==> config.mk <==
export PLATFORM = sky130hd
export DESIGN_NAME = multicycle_exec
export DESIGN_NICKNAME = d
export VERILOG_FILES = /design/src/rtl/multicycle_exec.sv
export SDC_FILE = /design/constraint.sdc
export NUM_CORES = 1
export LEC_CHECK = 0
export CAP_MARGIN = 20
export CELL_PAD_IN_SITES_DETAIL_PLACEMENT = 0
export CELL_PAD_IN_SITES_GLOBAL_PLACEMENT = 1
export CORE_MARGIN = 5
export CORE_UTILIZATION = 47
export CTS_BUF_LIST = sky130_fd_sc_hd__clkbuf_8
export CTS_CLUSTER_DIAMETER = 50
export DETAILED_ROUTE_END_ITERATION = 10
export PLACE_DENSITY_LB_ADDON = 0.1
export SLEW_MARGIN = 25
export SYNTH_ARGS = -nofsm -noshare
export SYNTH_HDL_FRONTEND = slang
export SYNTH_SLANG_ARGS = --single-unit
==> constraint.sdc <==
create_clock -name clk -period 2.5 [get_ports clk]
set_input_delay 0.5 -clock clk [delete_from_list [all_inputs] [get_ports clk]]
set_output_delay 0.5 -clock clk [all_outputs]
set_load 0.05 [all_outputs]
==> src/rtl/multicycle_exec.sv <==
// Multi-cycle execute unit: register file, synchronous single-port RAM, ALU and
// control FSM. Define EXEC_MULDIV_EN to build MUL/DIV; otherwise opcodes 3/4 are reserved.
module multicycle_exec #(
  parameter int DATA_W  = 4,
  parameter int REG_AW  = 4,
  parameter int MEM_AW  = 4,
  parameter int INSTR_W = 4 + REG_AW + MEM_AW
) (
  input  logic               clk,
  input  logic               rst,
  input  logic [INSTR_W-1:0] instr,
  input  logic [DATA_W-1:0]  imm,
  input  logic               instr_valid,
  output logic               instr_ready,
  output logic [DATA_W-1:0]  result,
  output logic               res_valid,
  output logic               zero,
  output logic               div0,
  output logic               illegal
);

  localparam int NREG = 1 << REG_AW;
  localparam int NMEM = 1 << MEM_AW;

  typedef enum logic [1:0] {IDLE, RD, EX, WB} state_t;

  state_t              state_q, state_d;
  logic [3:0]          op_q, op_d;
  logic [REG_AW-1:0]   ra_q, ra_d;
  logic [MEM_AW-1:0]   ma_q, ma_d;
  logic [DATA_W-1:0]   imm_q, imm_d;
  logic [DATA_W-1:0]   alu_q, alu_d;
  logic                alu_div0_q, alu_div0_d;
  logic                alu_ill_q, alu_ill_d;
  logic                wr_reg_q, wr_reg_d;
  logic                wr_mem_q, wr_mem_d;
  logic [DATA_W-1:0]   result_q, result_d;
  logic                res_valid_q, res_valid_d;
  logic                zero_q, zero_d;
  logic                div0_q, div0_d;
  logic                illegal_q, illegal_d;
  logic [DATA_W-1:0]   regs_q [NREG];
  logic [DATA_W-1:0]   regs_d [NREG];
  logic [DATA_W-1:0]   mem_q  [NMEM];
  logic [DATA_W-1:0]   mem_rd_q;
  logic [DATA_W-1:0]   opa, opb;

`ifdef EXEC_MULDIV_EN
  localparam logic [DATA_W-1:0] MIN_VAL = {1'b1, {(DATA_W-1){1'b0}}};
  logic signed [DATA_W-1:0] quot;
`endif

  assign instr_ready = (state_q == IDLE) && rst;
  assign result      = result_q;
  assign res_valid   = res_valid_q;
  assign zero        = zero_q;
  assign div0        = div0_q;
  assign illegal     = illegal_q;

  assign opa = regs_q[ra_q];
  assign opb = mem_rd_q;

  always_comb begin
    state_d     = state_q;
    op_d        = op_q;
    ra_d        = ra_q;
    ma_d        = ma_q;
    imm_d       = imm_q;
    alu_d       = alu_q;
    alu_div0_d  = alu_div0_q;
    alu_ill_d   = alu_ill_q;
    wr_reg_d    = wr_reg_q;
    wr_mem_d    = wr_mem_q;
    result_d    = result_q;
    res_valid_d = 1'b0;
    zero_d      = zero_q;
    div0_d      = div0_q;
    illegal_d   = illegal_q;
    regs_d      = regs_q;
`ifdef EXEC_MULDIV_EN
    quot        = '0;
`endif
    case (state_q)
      IDLE: begin
        if (instr_valid && instr_ready) begin
          op_d    = instr[INSTR_W-1 -: 4];
          ra_d    = instr[MEM_AW +: REG_AW];
          ma_d    = instr[MEM_AW-1:0];
          imm_d   = imm;
          state_d = RD;
        end
      end
      RD: state_d = EX;
      EX: begin
        alu_d      = '0;
        alu_div0_d = 1'b0;
        alu_ill_d  = 1'b0;
        wr_reg_d   = 1'b0;
        wr_mem_d   = 1'b0;
        case (op_q)
          4'h0: alu_d = '0;
          4'h1: begin alu_d = opa + opb;    wr_reg_d = 1'b1; end
          4'h2: begin alu_d = opa - opb;    wr_reg_d = 1'b1; end
`ifdef EXEC_MULDIV_EN
          4'h3: begin alu_d = opa * opb;    wr_reg_d = 1'b1; end
          4'h4: begin
            wr_reg_d = 1'b1;
            if (opb == '0) begin
              alu_d      = '1;
              alu_div0_d = 1'b1;
            end else if (opa == MIN_VAL && opb == '1) begin
              alu_d = MIN_VAL;
            end else begin
              quot  = $signed(opa) / $signed(opb);
              alu_d = quot;
            end
          end
`endif
          4'h5: begin alu_d = opa & opb;    wr_reg_d = 1'b1; end
          4'h6: begin alu_d = opa | opb;    wr_reg_d = 1'b1; end
          4'h7: begin alu_d = ~(opa | opb); wr_reg_d = 1'b1; end
          4'h8: begin alu_d = opa ^ opb;    wr_reg_d = 1'b1; end
          4'h9: begin alu_d = {opa[0], opa[DATA_W-1:1]};        wr_reg_d = 1'b1; end
          4'hA: begin alu_d = {opa[DATA_W-2:0], opa[DATA_W-1]}; wr_reg_d = 1'b1; end
          4'hB: begin alu_d = opb;          wr_reg_d = 1'b1; end
          4'hC: begin alu_d = opa;          wr_mem_d = 1'b1; end
          4'hD: begin alu_d = imm_q;        wr_reg_d = 1'b1; end
          default: alu_ill_d = 1'b1;
        endcase
        state_d = WB;
      end
      WB: begin
        result_d    = alu_q;
        zero_d      = (alu_q == '0);
        div0_d      = alu_div0_q;
        illegal_d   = alu_ill_q;
        res_valid_d = 1'b1;
        if (wr_reg_q) regs_d[ra_q] = alu_q;
        state_d = IDLE;
      end
      default: state_d = IDLE;
    endcase
  end

  always_ff @(posedge clk) begin
    if (!rst) begin
      state_q     <= IDLE;
      op_q        <= '0;
      ra_q        <= '0;
      ma_q        <= '0;
      imm_q       <= '0;
      alu_q       <= '0;
      alu_div0_q  <= 1'b0;
      alu_ill_q   <= 1'b0;
      wr_reg_q    <= 1'b0;
      wr_mem_q    <= 1'b0;
      result_q    <= '0;
      res_valid_q <= 1'b0;
      zero_q      <= 1'b0;
      div0_q      <= 1'b0;
      illegal_q   <= 1'b0;
      for (int unsigned i = 0; i < NREG; i++) regs_q[i] <= '0;
    end else begin
      state_q     <= state_d;
      op_q        <= op_d;
      ra_q        <= ra_d;
      ma_q        <= ma_d;
      imm_q       <= imm_d;
      alu_q       <= alu_d;
      alu_div0_q  <= alu_div0_d;
      alu_ill_q   <= alu_ill_d;
      wr_reg_q    <= wr_reg_d;
      wr_mem_q    <= wr_mem_d;
      result_q    <= result_d;
      res_valid_q <= res_valid_d;
      zero_q      <= zero_d;
      div0_q      <= div0_d;
      illegal_q   <= illegal_d;
      regs_q      <= regs_d;
    end
  end

  // RAM keeps its contents through reset; a reset in WB suppresses the store.
  always_ff @(posedge clk) begin
    if (state_q == RD) mem_rd_q <= mem_q[ma_q];
    if (rst && state_q == WB && wr_mem_q) mem_q[ma_q] <= alu_q;
  end

endmodule

# == Yosys cells after proc, flatten, opt, wreduce, memory -nomap -nowiden ==
# Memories as Yosys holds them, arrays and structs flattened. A register that Yosys moved wholly into a read port is not among the register bits.
# Cells that the tools add are included.
# classes
n_addsub,2
mul,0
div,0
order_cmp,2
n_eq_ne,15
shifts,0
n_mux,15
bitwise,5
n_reduce_logical,12
# op_table
op,count
bitwise mux 64 bit,1
case mux 4 bit (11 select lines),1
== test 4 bit (second input constant),6
binary-select mux 4 bit (select 4 bit),1
demux 4 bit (select 4 bit),1
== test 4 x 3 -> 1 bit (second input constant),3
2-to-1 mux 4 bit,3
OR reduction 12 bit,1
OR reduction 10 bit,1
logical NOT 4 bit,2
case mux 2 bit (4 select lines),1
2-to-1 mux 1 bit,6
greater-or-equal comparator 5 bit (second input constant),1
logical AND 1 bit,5
less-than comparator 5 x 1 -> 1 bit (second input constant),1
NOT 4 -> 5 bit,1
adder 4 bit,1
bitwise AND 4 bit,1
== test 2 bit (second input constant),2
== test 4 x 1 -> 1 bit (second input constant),1
== test 4 x 2 -> 1 bit (second input constant),1
NOT 4 bit,1
bitwise OR 4 bit,1
AND reduction 2 bit,2
other kinds (6),6
# totals
register_bits,96
latch_bits,0
mem_bits_rw,64
mem_bits_ro,0
inputBits,19
out_inout_bits,9
word_cells,81
n_memories,1
# mem_list
name,words,width,rd,rd_ports_with_merged_regs,write_ports,line,text
mem_q,16,4,1,1,1,44,logic [DATA_W-1:0] mem_q [NMEM];

# == Logic depth before layout (Yosys ltp) ==
# Gate-level depths: netlist of run 1.
# logic_depth
depth_word,7
mapped_depth,14
ltp_nobuf,11

# == Least setup slack after synthesis of run 1 ==
# No wires, ideal clock.
# synth_path
kind,reg2reg
start,register ra_q[1]
end,register alu_q[2]
setup_time_ns,0.125
arrival_ns,2.566
required_time_ns,2.375
setup_slack_ns,-0.191
path_stages_with_launch,13
path_buffers,3
synth_period_minus_slack_ns,2.691
cell_sequence,dfxtp_1 > buf_6 > buf_6 > buf_6 > mux4_2 > mux2i_1 > mux2i_1 > ha_1 > mux2_1 > a41oi_1 > o221ai_1 > a211oi_1 > a21oi_1
# synth_via
elab_chain_cells,7
elab_cells_between_ends,11
classes_between,add/sub: 2; mux: 4; bitwise: 5
# synth_rtl
element,line,text
start: declaration,29,"logic [REG_AW-1:0] ra_q, ra_d;"
start signal: assignment,166,ra_q <= ra_d;
NOT 4 -> 5 bit (implied by the code) *,60,assign opa = regs_q[ra_q];
binary-select mux 4 bit (select 4 bit) *,60,
2-to-1 mux 4 bit (implied by the code) * (2 in series),60,
"parallel branches: the longest is 2 deep, another holds subtractor 4 bit",-,
case mux 4 bit (11 select lines) *,100,case (op_q)
end signal: assignment,169,alu_q <= alu_d;
end: declaration,32,"logic [DATA_W-1:0] alu_q, alu_d;"
# Mark *: on every way between the ends. The select of a mux whose other input is x is not followed.
# A chain may end at the register's enable or synchronous reset.

# == Final worst setup path of run 1 ==
# layout_path
start,register ra_q[0]
end,register alu_q[1]
# Same word-level chain as after synthesis.

==> results of run 1 <==
flip-flops by register name, indices dropped and copies added (netlist names), 2 cells and up:
| signal | count |
|---|---|
| ra_q | 4 |
| mem_rd_q | 4 |
| alu_q | 4 |
| mem_q | 64 |
| regs_q | 64 |
| op_q | 4 |
| result | 4 |
| imm_q | 4 |
| state_q | 2 |
| ma_q | 4 |
worst max-delay path by stage:
stage                     startpoint        to  slack, ps
final                        ra_q[0]  alu_q[1]       -150
after global routing         ra_q[0]  alu_q[1]       -270
after CTS                    ra_q[0]  alu_q[1]       -150
after detailed placement     ra_q[0]  alu_q[2]       -350
after global placement       ra_q[0]  alu_q[1]       -250
after floorplan              ra_q[1]  alu_q[1]        -70
layer usage:
layer	track usage (%)	routed length [um]	vias up	part of all wire, %
li1	-	-	2534	-
met1	26.5	8280	2696	46
met2	30.5	8630	150	48
met3	3.94	782	26	4.3
met4	6.24	379	0	2.1
met5	0	0	-	0
logic make-up (layout without fill, tap and decap cells):
logic type	after synthesis	in the layout	synth area share, %
and+or+nand+nor	209	209	13.4
DFF	164	164	51.1
AOI/OAI and AO/OA	119	119	9.63
muxes	93	93	18.1
buffers and inverters	70	129	3.89
adders and majority gates	18	18	3.00
xor gates and xnor gates	6	6	0.855
other	1	1	0.0484
synthesized netlist by cell type (all sizes together), types with 2 or more instances:
library cell   n
a21boi        28
a21o           2
a21oi          8
a22oi          7
a31oi          4
and2           3
buf           17
clkbuf        39
dfxtp         96
edfxtp        68
ha            17
inv           13
mux2           2
mux2i         54
mux4          37
nand2         76
nand2b         7
nand3          5
nand3b         4
nand4          3
nor2          36
nor2b         51
nor3           8
nor3b          5
nor4           2
nor4b          2
o211ai         2
o21ai         53
o221a          2
o22ai          4
o31ai          2
or3            3
or4            2
xnor2          2
xor2           3
worst reg2reg max path, stage by stage (launching register included):
cell and delay, ps:
dfxtp_4 380, buf_12 110, mux4_2 500, mux4_2 590
buf_4 190, ha_1 190, mux2i_1 140, nor3b_1 80
nor2_1 90, o211ai_1 80, o221a_1 200
power by group through the flow:
stage	Clock (mW)	Combinational, mW	Sequential (mW)
floorplan	0	1.10	3.05
global placement	0	1.50	3.14
detailed placement	0	1.52	3.14
CTS	2.03	1.61	3.07
global route	2.17	1.76	3.10
finish	1.98	1.62	3.07
final cells by class:
| cell class | count | area, um2 | share of cell area (%) |
|---|---|---|---|
| sequential | 164 | 3970 | 43.7 |
| multi-input combinational | 446 | 3600 | 39.6 |
| timing repair buffer | 83 | 767 | 8.44 |
| tap | 220 | 275 | 3.03 |
| clock buffer | 17 | 234 | 2.57 |
| clock inverter | 15 | 184 | 2.02 |
| inverter | 14 | 57.6 | 0.633 |
per-stage QoR:
stage / worst slack [ps] / instances / TNS (ps) / hold WS [ps] / util (%)
after detailed placement: -352 / 921 / -1070 / 461 / 51.9
after global placement: -246 / 921 / -922 / 460 / 51.9
after floorplan: -69.7 / 680 / -185 / 436 / -
after CTS: -151 / 957 / -429 / 406 / 55.3
final: -151 / 959 / -439 / 434 / 55.4
after global routing: -272 / 959 / -972 / 401 / 55.4
what timing repair did:
item,in CTS,in global routing
pin swaps,1,2
resized for setup,20,2
gates cloned,0,0
setup buffers,4,2
endpoints found under the setup margin,4,4
==> flow_metrics.env, run 1 <==
export IMPL_syn_to_final_growth_pct=17.2
export IMPL_start_util_pct=47.3
export IMPL_h_tree_depth=4
export IMPL_outcome="finished with violations"
export IMPL_worst_ep_arrival_time_ps=3010
export IMPL_fmax_mhz=377
export IMPL_relSlewSlack_pct=37.9
export IMPL_syn_avg_cell_area_um2=11.4
export IMPL_cts_buffer_depth=2
export IMPL_fin_skew_ps=13.2
export IMPL_clk_pin_slew_ps=100
export IMPL_worstHoldEndpoint="res_valid"
export IMPL_cp_start_kind="flop"
export IMPL_p_seq_share_pct=46.1
export IMPL_detail_route_iter0_violations=436
export IMPL_drt_pass1_iter_count=6
export IMPL_regToRegEndpoint="alu_q[1]"
export IMPL_die_area_um2=19200
export IMPL_drive_gt1_share_pct=20.3
export IMPL_ys_flop_type="dfxtp_1"
export IMPL_worstRegToRegCells=10
export IMPL_setup_ws_ps=-151
export IMPL_power_density_nw_per_um2=733
export IMPL_slowest_stage="mux4_2"
export IMPL_cts_tree="done"
export IMPL_final_area_um2=9090
export IMPL_cp_required_ps=2860
export IMPL_violations="setup timing"
export IMPL_vias=5406
export IMPL_seq_area_frac_synth_pct=51.1
export IMPL_pwr_share_comb_pct=24.2
export IMPL_criticalPathCategory="reg -> reg"
export IMPL_final_common_cell="dfxtp_1"
export IMPL_syn_inst=680
export IMPL_holdBufCountCts=0
export IMPL_leakagePower_nw=3.03
export IMPL_cp_top_family="multiplexers"
export IMPL_core_area_um2=16400
export IMPL_path_max_fanout=4
export IMPL_cap_violations=0
export IMPL_crit_top_cell="mux4_2"
export IMPL_period_needed_ps=2650
export IMPL_grt_pass1_vias=5355
export IMPL_peakVddDrop_uv=488
export IMPL_port_buffers=26
export IMPL_cp_cell_sequence="buf_12 -> mux4_2 -> mux4_2 -> buf_4 -> ha_1 -> mux2i_1 -> nor3b_1 -> nor2_1 -> o211ai_1 -> o221a_1"
export IMPL_syn_nets=717
export IMPL_synthesis_area_um2=7750
export IMPL_grt_max_degree=98
export IMPL_finalSetupViolCount=4
export IMPL_reg2reg_setup_slack_ps=-150
export IMPL_drt_antenna_violating_nets=0
export IMPL_path_buf_inv=2
export IMPL_clock_latency_ps=470
export IMPL_placed_area_um2=8510
export IMPL_grt_pass1_wl_mm=29.3
export IMPL_p_switching_mw=2.19
export IMPL_min_delay_start="rst"
export IMPL_finalCritPeriodShare_pct=106
export IMPL_ys_async_sr_fraction_pct=0
export IMPL_track_usage_pct=19.2
export IMPL_clock_sinks=164
export IMPL_dieHeight_um=138
export IMPL_drv_slew=0
export IMPL_root_buffer="clkbuf_8"
export IMPL_routedWlPerCell_um=18.8
export IMPL_dpl_hpwl_mm=12.3
export IMPL_synth_top_area_cell="edfxtp_1"
export IMPL_core_rowCount=47
export IMPL_worstReg2RegStart="ra_q[0]"
export IMPL_synth_area_top_cells="edfxtp_1, dfxtp_1, mux4_2, mux2i_1, nor2b_1"
export IMPL_drc=0
export IMPL_crit_cells=10
export IMPL_fill_cells=1380
export IMPL_io_pin_count=28
export IMPL_nets=763
export IMPL_tightest_slew_ps=930
export IMPL_hold_depth=2
export IMPL_slowest_delay_ps=590
export IMPL_power_mw=6.67
export IMPL_ys_ff_latch=164
export IMPL_synth_edff_count=68
export IMPL_swShare_pct=32.8
export IMPL_antenna_found_initial=0
export IMPL_synth_top_area_share_pct=26.3
export IMPL_pwr_share_clk_pct=29.7
export IMPL_ys_warn_count=0
export IMPL_mostFrequentLayoutCells="dfxtp_1, nand2_1, edfxtp_1, nor2b_1"
export IMPL_yosysUniqueCellTypes=57
export IMPL_vias_per_cell=5.64
export IMPL_rsz0062_at_grt="true"
export IMPL_fp_dieW_um=138
export IMPL_numCtsBuffers=17
export IMPL_overflow=0
export IMPL_timing_final_hold_violations=0
export IMPL_intPower_mw=4.48
export IMPL_wirelength_mm=18.1
export IMPL_gp_congestion=0.858
export IMPL_crit_path_end_kind="flop"
export IMPL_hold_class="in -> reg"
export IMPL_antenna_cells=0
Power figures use the tool's default switching activity.
==> run 2, diff against run 1 <==
Settings changed: CORE_UTILIZATION 47 to 45.
==> run 2 against run 1 <==
  * The flow still finishes with violations (setup timing)
  * Global-route usage increased by 0.36 points
  * Utilization decreased by 1.9 points
  * First-iteration DRC count decreased by 3.7%
  * Highest routed layer unchanged
  * Critical path type unchanged
  * Clock-buffer cell count unchanged
  * Setup slack got worse by 45 ps
  * Via count decreased by 0.41%
==> flow_metrics.env, run 2 (synthesized netlist as in run 1, its figures left out) <==
export IMPL_outcome="finished with violations"
export IMPL_violations="setup timing"
export IMPL_wirelength_mm=18.7
export IMPL_worstRegToRegCells=11
export IMPL_fin_util_pct=53.5
export IMPL_drt_antenna_violating_nets=0
export IMPL_finalSetupViolCount=4
export IMPL_period_needed_ps=2700
export IMPL_h_tree_depth=4
export IMPL_placed_area_um2=8490
export IMPL_detail_route_iter0_violations=420
export IMPL_slowest_delay_ps=550
export IMPL_swShare_pct=32.7
export IMPL_worstHoldEndpoint="res_valid"
export IMPL_regToRegEndpoint="alu_q[1]"
export IMPL_rsz0062_at_grt="true"
export IMPL_fmax_mhz=371
export IMPL_mostFrequentLayoutCells="dfxtp_1, nand2_1, edfxtp_1, buf_4"
export IMPL_leakagePower_nw=3.09
export IMPL_seq_area_um2=3970
export IMPL_die_area_um2=20000
export IMPL_clock_sinks=164
export IMPL_cap_violations=0
export IMPL_criticalPathCategory="reg -> reg"
export IMPL_final_common_cell="dfxtp_1"
export IMPL_gp_congestion=0.905
export IMPL_grt_pass1_vias=5426
export IMPL_crit_path_end_kind="flop"
export IMPL_grt_pass1_wl_mm=30.3
export IMPL_hold_class="in -> reg"
export IMPL_whs_ps=378
export IMPL_drive_gt1_share_pct=21.8
export IMPL_clock_latency_ps=470
export IMPL_antenna_cells=0
export IMPL_vias=5384
export IMPL_reg2reg_setup_slack_ps=-200
export IMPL_min_delay_start="rst"
export IMPL_multi_input_area_um2=3590
export IMPL_drv_slew=0
export IMPL_vias_per_cell=5.52
export IMPL_finalCritPeriodShare_pct=108
export IMPL_cts_tree="done"
export IMPL_drc=0
export IMPL_syn_to_final_growth_pct=18.1
export IMPL_reg_top3="mem_q (64), regs_q (64)"
export IMPL_clk_pin_slew_ps=110
export IMPL_power_density_nw_per_um2=726
export IMPL_final_area_um2=9160
export IMPL_holdBufCountCts=0
export IMPL_tightest_slew_ps=898
export IMPL_cp_required_ps=2910
export IMPL_place_ws_ps=-301
export IMPL_fp_dieW_um=141
export IMPL_setup_ws_ps=-196
export IMPL_path_max_fanout=5
export IMPL_crit_top_cell="mux2i_1"
export IMPL_cp_start_kind="flop"
export IMPL_start_util_pct=45.3
export IMPL_hold_depth=2
export IMPL_cp_cell_sequence="buf_6 -> mux4_2 -> mux2i_1 -> mux2i_1 -> inv_1 -> ha_2 -> fa_1 -> o22ai_1 -> o21ai_1 -> o211ai_1 -> o221a_1"
export IMPL_relSlewSlack_pct=40.0
export IMPL_cts_buffer_depth=2
export IMPL_numCtsBuffers=17
export IMPL_grt_max_degree=73
export IMPL_io_pin_count=28
export IMPL_drt_pass1_iter_count=7
export IMPL_worstReg2RegStart="ra_q[0]"
export IMPL_port_buffers=26
export IMPL_antenna_found_initial=0
export IMPL_worst_ep_arrival_time_ps=3110
export IMPL_slowest_stage="mux4_2"
export IMPL_p_switching_mw=2.18
export IMPL_routedWlPerCell_um=19.2
export IMPL_dieHeight_um=141
export IMPL_pwr_share_comb_pct=24.4
export IMPL_track_usage_pct=19.5
export IMPL_peakVddDrop_uv=412
export IMPL_intPower_mw=4.47
export IMPL_power_mw=6.65
export IMPL_pwr_share_clk_pct=29.3
export IMPL_timing_final_hold_violations=0
export IMPL_dpl_hpwl_mm=12.6
export IMPL_fill_cells=1519
export IMPL_core_area_um2=17100
export IMPL_cp_top_family="multiplexers"
export IMPL_fin_skew_ps=13.4
export IMPL_path_buf_inv=2
export IMPL_overflow=0
export IMPL_nets=775
export IMPL_p_seq_share_pct=46.3
export IMPL_root_buffer="clkbuf_8"
export IMPL_core_rowCount=48
## run 2: metrics by stage
stage / setup TNS (ps) / instances
2_1_floorplan: -185 / 680
3_3_place_gp: -953 / 924
3_5_place_dp: -1100 / 924
4_1_cts: -527 / 969
5_1_grt: -1130 / 976
6_report: -649 / 976
## run 2: area by class of cell
| cell class | count | area share (%) |
|---|---|---|
| multi-input combinational | 446 | 39.2 |
| timing repair buffer | 95 | 9.33 |
| inverter | 14 | 0.587 |
| clock buffer | 17 | 2.55 |
| tap | 225 | 3.07 |
| sequential | 164 | 43.4 |
| clock inverter | 15 | 1.86 |
## run 2: power by group through the flow
stage / sequential [mW] / clock [mW] / combinational (mW)
6_report: 3.08 / 1.95 / 1.62
3_5_place_dp: 3.16 / 0 / 1.47
2_1_floorplan: 3.05 / 0 / 1.10
5_1_grt: 3.11 / 2.13 / 1.77
4_1_cts: 3.08 / 2.00 / 1.57
3_3_place_gp: 3.16 / 0 / 1.46
## run 2: timing repair
| item | CTS | global route |
|---|---|---|
| resized for setup | 16 | 13 |
| endpoints found under the setup margin | 4 | 8 |
| pin swaps | 7 | 9 |
| buffers inserted | 13 | 7 |
## run 2: worst max path at each step
stage	to	depth (start not counted)	from	slack, ps
floorplan	alu_q[1]	12	ra_q[1]	-70
global placement	alu_q[3]	13	ra_q[1]	-260
detailed placement	alu_q[1]	9	ra_q[0]	-300
CTS	alu_q[1]	11	ra_q[0]	-180
global route	alu_q[1]	11	ra_q[0]	-320
finish	alu_q[1]	11	ra_q[0]	-200
## run 2: per-layer routing
layer	part of all wire, %	vias up	global-route usage, %
met5	0	-	0
met4	1.7	0	5.25
met3	3.4	27	4.08
met2	48	92	31.7
met1	47	2701	26.9
li1	-	2564	-
